`src/rtl/id_ex_operand_stage.sv`:
```
// ID/EX segment: registers decoded fields and feeds forwarded
// operands, opcode and store data into the ALU / EX/MEM segment.
module id_ex_operand_stage #(
    parameter bit FWD_EN = 1'b1
) (
    input  logic        clk,
    input  logic        rst,
    input  logic        StallE,
    input  logic        FlushE,
    input  logic [31:0] PCD,
    input  logic [31:0] RegOut1D,
    input  logic [31:0] RegOut2D,
    input  logic [31:0] ImmD,
    input  logic [4:0]  Rs1D,
    input  logic [4:0]  Rs2D,
    input  logic [4:0]  RdD,
    input  logic [3:0]  AluContrlD,
    input  logic        AluSrc1D,
    input  logic [1:0]  AluSrc2D,
    input  logic        RegWriteD,
    input  logic        ValidD,
    input  logic        RegWriteM,
    input  logic [4:0]  RdM,
    input  logic [31:0] AluOutM,
    input  logic        RegWriteW,
    input  logic [4:0]  RdW,
    input  logic [31:0] RegWriteDataW,
    output logic [31:0] Operand1,
    output logic [31:0] Operand2,
    output logic [3:0]  AluContrl,
    output logic [31:0] StoreDataE,
    output logic [31:0] PCE,
    output logic [4:0]  RdE,
    output logic        RegWriteE,
    output logic        ValidE
);

    localparam logic [3:0] ALU_ADD = 4'd3;

    typedef struct packed {
        logic [31:0] pc;
        logic [31:0] regout1;
        logic [31:0] regout2;
        logic [31:0] imm;
        logic [4:0]  rs1;
        logic [4:0]  rs2;
        logic [4:0]  rd;
        logic [3:0]  aluctrl;
        logic        alusrc1;
        logic [1:0]  alusrc2;
        logic        regwrite;
        logic        valid;
    } id_ex_t;

    id_ex_t e;
    id_ex_t d;
    id_ex_t bubble;
    logic [31:0] fwd1;
    logic [31:0] fwd2;

    always_comb begin
        d          = '0;
        d.pc       = PCD;
        d.regout1  = RegOut1D;
        d.regout2  = RegOut2D;
        d.imm      = ImmD;
        d.rs1      = Rs1D;
        d.rs2      = Rs2D;
        d.rd       = RdD;
        d.aluctrl  = AluContrlD;
        d.alusrc1  = AluSrc1D;
        d.alusrc2  = AluSrc2D;
        d.regwrite = RegWriteD;
        d.valid    = ValidD;
    end

    always_comb begin
        bubble         = '0;
        bubble.aluctrl = ALU_ADD;
    end

    // MEM wins over WB; x0 is never forwarded
    always_comb begin
        fwd1 = e.regout1;
        if (FWD_EN && RegWriteM && RdM == e.rs1 && e.rs1 != 5'd0)
            fwd1 = AluOutM;
        else if (FWD_EN && RegWriteW && RdW == e.rs1 && e.rs1 != 5'd0)
            fwd1 = RegWriteDataW;
    end

    always_comb begin
        fwd2 = e.regout2;
        if (FWD_EN && RegWriteM && RdM == e.rs2 && e.rs2 != 5'd0)
            fwd2 = AluOutM;
        else if (FWD_EN && RegWriteW && RdW == e.rs2 && e.rs2 != 5'd0)
            fwd2 = RegWriteDataW;
    end

    // a stall refreshes the operands so a retiring write is not lost
    always_ff @(posedge clk) begin
        if (rst) begin
            e <= bubble;
        end else if (FlushE) begin
            e <= bubble;
        end else if (StallE) begin
            e.regout1 <= fwd1;
            e.regout2 <= fwd2;
        end else begin
            e <= d;
        end
    end

    always_comb begin
        Operand1 = e.alusrc1 ? e.pc : fwd1;
    end

    always_comb begin
        Operand2 = fwd2;
        unique case (e.alusrc2)
            2'b00: Operand2 = fwd2;
            2'b01: Operand2 = {27'b0, e.rs2};
            2'b10: Operand2 = e.imm;
            2'b11: Operand2 = 32'd4;
        endcase
    end

    assign StoreDataE = fwd2;
    assign AluContrl  = e.aluctrl;
    assign PCE        = e.pc;
    assign RdE        = e.rd;
    assign RegWriteE  = e.regwrite;
    assign ValidE     = e.valid;

endmodule

```
`config.mk`:
```
export PLATFORM = sky130hd
export DESIGN_NAME = id_ex_operand_stage
export DESIGN_NICKNAME = d
export VERILOG_FILES = /design/src/rtl/id_ex_operand_stage.sv
export SDC_FILE = /design/constraint.sdc
export NUM_CORES = 1
export LEC_CHECK = 0
export ABC_CLOCK_PERIOD_IN_PS = 2800
export BUFFER_PORTS_ARGS = -buffer_cell sky130_fd_sc_hd__buf_2
export CAP_MARGIN = 20
export CORE_MARGIN = 2
export CORE_UTILIZATION = 40
export DETAILED_ROUTE_END_ITERATION = 8
export PLACE_DENSITY = 0.68
export SETUP_SLACK_MARGIN = 0.15
export SYNTH_ARGS = -nofsm -noshare
export SYNTH_HDL_FRONTEND = slang
export SYNTH_SLANG_ARGS = --single-unit
```
`constraint.sdc`:
```
create_clock -name clk -period 2.8 [get_ports clk]
set_clock_uncertainty 0.1 [all_clocks]
set_input_delay 0.14 -clock clk [delete_from_list [all_inputs] [get_ports clk]]
set_output_delay 0.14 -clock clk [all_outputs]
set_load 0.01 [all_outputs]
```
==> results of run 1 <==
[Yosys cell counts (all sizes together)]
master	n	area (sq um)
nor4bb	1	10.0
or3	1	6.26
mux2i	118	1180
and3	1	6.26
nand4	7	43.8
or4b	1	10.0
a41oi	56	490
a211oi	33	248
a21o	4	30.0
or4	1	11.3
nor2b	2	12.5
a31oi	5	31.3
a21oi	57	300
nand3	32	160
dfxtp	152	3040
o21ai	82	410
nor3	33	170
buf	68	505
o31ai	37	278
nor2	151	583
a32oi	26	228
clkbuf	87	330
nor3b	56	420
o221ai	4	35.0
nor4b	2	17.5
or2	3	18.8
xor2	6	52.6
nor4	6	37.5
nand3b	3	22.5
xnor2	14	130
o2bb2ai	1	8.76
and2	4	25.0
nand2	41	164
o211ai	1	21.3
inv	6	22.5
nand2b	1	6.26
a22o	9	78.8
[layer usage]
layer  part of all wire, %  GRT usage, %  vias up
li1                      -             -     4997
met1                    39          39.3     5321
met2                    48          54.8      692
met3                   8.0          5.96      142
met4                   4.7          16.3        4
met5                 0.054             0        -
[power by group]
| part | switching [mW] | internal, mW |
|---|---|---|
| combinational | 0.667 | 0.591 |
| sequential | 0.0665 | 2.23 |
| clock | 0.984 | 1.42 |
[worst max-delay path: stages, from the launching register on]
cell and delay, ns:
dfxtp_4 0.36, xor2_1 0.17, or4b_4 0.56, nor3_4 0.18, buf_12 0.18, buf_16 0.17
mux2i_4 0.28, o221ai_2 0.12, buf_2 0.16
[kinds of logic after synthesis]
family                 share of synthesized area (%)
AO/OA/AOI/OAI                                   23.6
XOR/XNOR                                        2.00
buffers and inverters                           9.38
flip-flops                                      33.3
multiplexers                                    12.9
AND/OR/NAND/NOR                                 18.9
[registers in the layout (all words and copies together), names as in the netlist]
name	cells
RdE	5
e	109
ValidE	1
AluContrl	4
RegWriteE	1
PCE	32
[final timing paths]
| kind | depth (start not counted) | startpoint | slack (ns) | end |
|---|---|---|---|---|
| worst max-delay path | 8 | e[16] | -0.07 | Operand2[31] |
| worst min-delay path | 4 | RegOut2D[9] | 0.009 | e[65] |
| worst max register to register | 8 | e[19] | 0.32 | e[114] |
| worst min register to register | 2 | AluContrl[1] | 0.37 | AluContrl[1] |
[timing repair]
action,CTS,global route
setup endpoints to repair,96,102
hold endpoints to repair,134,0
gates cloned,6,6
gates resized for setup,98,136
buffers inserted,18,26
hold buffers,133,0
pin swaps,37,55
[final cells by class]
cell class,instances,area share [%]
multi-input combinational,801,43.8
inverter,6,0.153
antenna,3,0.0511
sequential,152,20.9
clock buffer,20,3.04
tap,285,2.43
clock inverter,12,1.01
timing repair buffer,588,28.6
[metrics by stage]
step	cells	power (mW)	worst slack (ns)	area [sq um]	util, %
floorplan	1112	2.83	0.531	9150	-
finish	1867	5.96	-0.0658	14700	65.1
global placement	1644	3.26	0.0882	10900	48.5
detailed placement	1644	3.27	0.101	10900	48.5
CTS	1833	5.87	-0.117	13700	60.5
global route	1866	6.16	-0.138	14700	65.0
==> metrics.csv, run 1 <==
metric,value,unit
Clock Sinks,152,
power density cells,406,nW/um^2
leakage,6.22,nW
Achievable Freq,349,MHz
Root Buffer,clkbuf_16,
"Hold Vio Cnt, Final",0,
PnR worst setup slack,-0.0658,ns
Global Route Usage Sum,32.3,%
Mapped Area,9150,sq um
status,"finished, violations left",
Initial Util,40.5,%
WL final,42400,um
CP Launch Type,flip-flop,
dpl hpwl,25600,um
"Seq/Total Area, Yosys",33.3,%
final hold slack,0.00879,ns
vias,11200,
P&R area growth vs syn,60.5,%
initial antenna violation count,5,
drt drc,0,
worst skew pair latency,0.43,ns
Worst EP required,2.56,ns
Yosys reg bits,152,
max_cap viols,0,
routed len/inst,22.7,um
CTS Buf Count,17,
syn_area_per_cell,8.23,sq um
clk slew on worst S/H paths,0.07,ns
die area,24100,sq um
Slew Limit Fails,0,
share of cells above drive strength 1,40.8,%
final setup vio count,42,
core region area,22600,sq um
Worst Hold Class,in -> reg,
worst slew pin tran,0.809,ns
Cells after Synth,1112,
# rows,55,
failing checks,negative setup slack,
CP max FO,7,
Port Buffers,370,
largest net degree at the start of global routing,72,
fill count,1834,
Critical Path End Type,output pin,
worst path arrival time,2.63,ns
Max-Slew Margin vs Limit,46.1,%
IO Pins,371,
vias per cell,5.98,
vias in the first global route,10800,
FF/Latch Area,3070,sq um
net count after synthesis,1344,
synth unique cells,51,
peak supply drop,0.360,mV
GPL Wtd Cong,0.914,
"Worst Path Class, Setup",reg -> out,
setup_tns,-0.916,ns
"most common cell after layout, fill and taps aside",buf_2,
Die W,155,um
total grt overflow,0,
global-route wire length before repair,60400,um
number of routed nets with antenna violations,0,
RSZ-0062 raised after global routing,true,
period utilisation layout,102,%
post-layout minimum cycle time,2.87,ns
chip height,155,um
Iteration-0 DRC Markers,874,
CTS tree,yes,
Max Root-Sink Buffers,2,
Final #Nets,1798,
DRT Pass-1 Iters,6,
H-tree depth,4,
Multi-input gate area,6440,sq um
"commonest cells after routing, fill and taps aside","buf_2, nor2_1, dfxtp_1",
Ys Warns,0,
Note: power is estimated with default switching activity, not from simulation.
==> inputs of run 2 (changes only) <==
- CTS_BUF_LIST: not set -> sky130_fd_sc_hd__clkbuf_16
==> metrics.csv, run 2 (synthesis results as in run 1) <==
metric,value,unit
leakage,6.11,nW
Post-Route Utilization,63.8,%
worst path buffer plus inverter count,3,
met2 Usage GRT,54.7,%
worst r2r dst,e[114],
Comb pwr share,20.9,%
# rows,55,
P&R area growth vs syn,57.5,%
Int Power,4.20,mW
routed len/inst,22.8,um
vias,11100,
IO Pins,371,
Iteration-0 DRC Markers,1040,
chip height,155,um
PnR worst setup slack,-0.0540,ns
Worst Hold Class,in -> reg,
Max Root-Sink Buffers,2,
period utilisation layout,102,%
CTS tree,yes,
global-route wire length before repair,60200,um
CP Launch Type,flip-flop,
worst path arrival time,2.61,ns
RSZ-0062 raised after global routing,true,
vias per cell,5.98,
Critical Path End Type,output pin,
Achievable Freq,350,MHz
"Hold Vio Cnt, Final",0,
Die W,155,um
crit path capture,Operand2[31],
Slew Limit Fails,0,
post-layout minimum cycle time,2.85,ns
setup_tns,-0.456,ns
worst slew pin tran,0.830,ns
WL final,42400,um
CP top delay family,simple AND/OR/NAND/NOR gates,
CTS Buf Count,17,
Root Buffer,clkbuf_16,
status,"finished, violations left",
largest net degree at the start of global routing,72,
power density cells,409,nW/um^2
part of the power in the clock network,40.1,%
Port Buffers,370,
share of cells above drive strength 1,39.1,%
H-tree depth,4,
GR peak layer,met2,
met3 usage,6.10,%
Global Route Usage Sum,32.2,%
Worst R2R Setup Slack,0.20,ns
initial antenna violation count,5,
drt drc,0,
fill count,1892,
DRT Pass-1 Iters,7,
r2r startpoint,e[21],
final setup vio count,30,
Initial Util,40.5,%
max FFs per register,109,
Worst Hold Path Cells,4,
worst skew pair latency,0.43,ns
Final #Nets,1793,
NetSw,1.70,mW
FF-to-FF path depth,7,
total grt overflow,0,
dpl hpwl,25600,um
CP max FO,7,
Reg power frac,38.9,%
failing checks,negative setup slack,
register name with the most flops,e,
grt met1 use,39.1,%
"commonest cells after routing, fill and taps aside","buf_2, nor2_1, dfxtp_1",
GPL Wtd Cong,0.914,
crit path launch,e[15],
peak supply drop,0.358,mV
core region area,22600,sq um
"most common cell after layout, fill and taps aside",buf_2,
Max-Slew Margin vs Limit,44.7,%
Sw Share,28.8,%
max_cap viols,0,
vias in the first global route,10800,
Worst EP required,2.56,ns
Crit path largest cell delay,0.58,ns
"critical path, cell by cell","xor2_2, or4b_4, nor3_4, buf_12, buf_16, mux2i_4, o221ai_2, buf_2",
die area,24100,sq um
WP depth,8,
Clock Sinks,152,
"Worst Path Class, Setup",reg -> out,
number of routed nets with antenna violations,0,
clk slew on worst S/H paths,0.07,ns
"Slowest-stage cell, CP",or4b_4,
run 2: layout make-up:
class / instances / area (sq um) / area share (%)
Inverter: 6 / 22.5 / 0.156
Antenna cell: 3 / 7.51 / 0.0521
Timing Repair Buffer: 583 / 4150 / 28.8
Tap cell: 285 / 357 / 2.47
Multi-Input combinational cell: 801 / 6220 / 43.2
Clock inverter: 15 / 160 / 1.11
Clock buffer: 17 / 425 / 2.95
Sequential cell: 152 / 3070 / 21.3
run 2: per-stage QoR:
| step | hold slack (ns) | std cells | setup slack, ns | instance area, sq um | power, mW |
|---|---|---|---|---|---|
| finish | 0.00864 | 1862 | -0.0540 | 14400 | 5.90 |
| global route | 0.0156 | 1861 | -0.136 | 14400 | 6.11 |
| CTS | 0.000629 | 1833 | -0.117 | 13600 | 5.83 |
| detailed placement | 0.255 | 1644 | 0.101 | 10900 | 3.27 |
| global placement | 0.250 | 1644 | 0.0882 | 10900 | 3.26 |
| floorplan | 0.164 | 1112 | 0.531 | 9150 | 2.83 |
run 2: worst min-delay path by stage:
| stage | slack [ns] | end | start |
|---|---|---|---|
| 5_1_grt | 0.02 | e[77] | RegWriteDataW[21] |
| 3_5_place_dp | 0.26 | AluContrl[0] | AluContrlD[0] |
| 3_3_place_gp | 0.25 | AluContrl[1] | AluContrlD[1] |
| 2_1_floorplan | 0.16 | AluContrl[0] | AluContrlD[0] |
| 6_report | 0.009 | e[65] | RegOut2D[9] |
| 4_1_cts | 0.0006 | e[106] | RegOut1D[18] |
run 2: worst register-to-register path: cells and delay by family, from the launching register on:
family / cells / cell delay [ns]
flops: 1 / 0.40
mux: 1 / 0.15
simple gates: 2 / 0.63
compound gates: 1 / 0.20
xor+xnor: 1 / 0.13
buf+inv: 2 / 0.93
run 2: power by group through the flow:
| stage | clock, mW | combinational (mW) | sequential, mW |
|---|---|---|---|
| 2_1_floorplan | 0 | 0.517 | 2.31 |
| 4_1_cts | 2.40 | 1.15 | 2.29 |
| 3_3_place_gp | 0 | 0.925 | 2.33 |
| 3_5_place_dp | 0 | 0.932 | 2.33 |
| 6_report | 2.37 | 1.23 | 2.30 |
| 5_1_grt | 2.51 | 1.30 | 2.30 |
run 2: repair_timing:
action | in CTS | in global routing
cloned | 6 | 6
endpoints found under the setup margin | 96 | 100
hold buffers | 133 | 0
setup buffers | 18 | 21
resized for setup | 98 | 93
pin swaps | 37 | 34
hold endpoints to repair | 134 | 0
run 2: metal layers:
metal  up-vias  share of wire (%)
li1       5007                  -
met1      5315                 39
met2       681                 48
met3       136                8.6
met4         4                4.6
met5         -              0.054
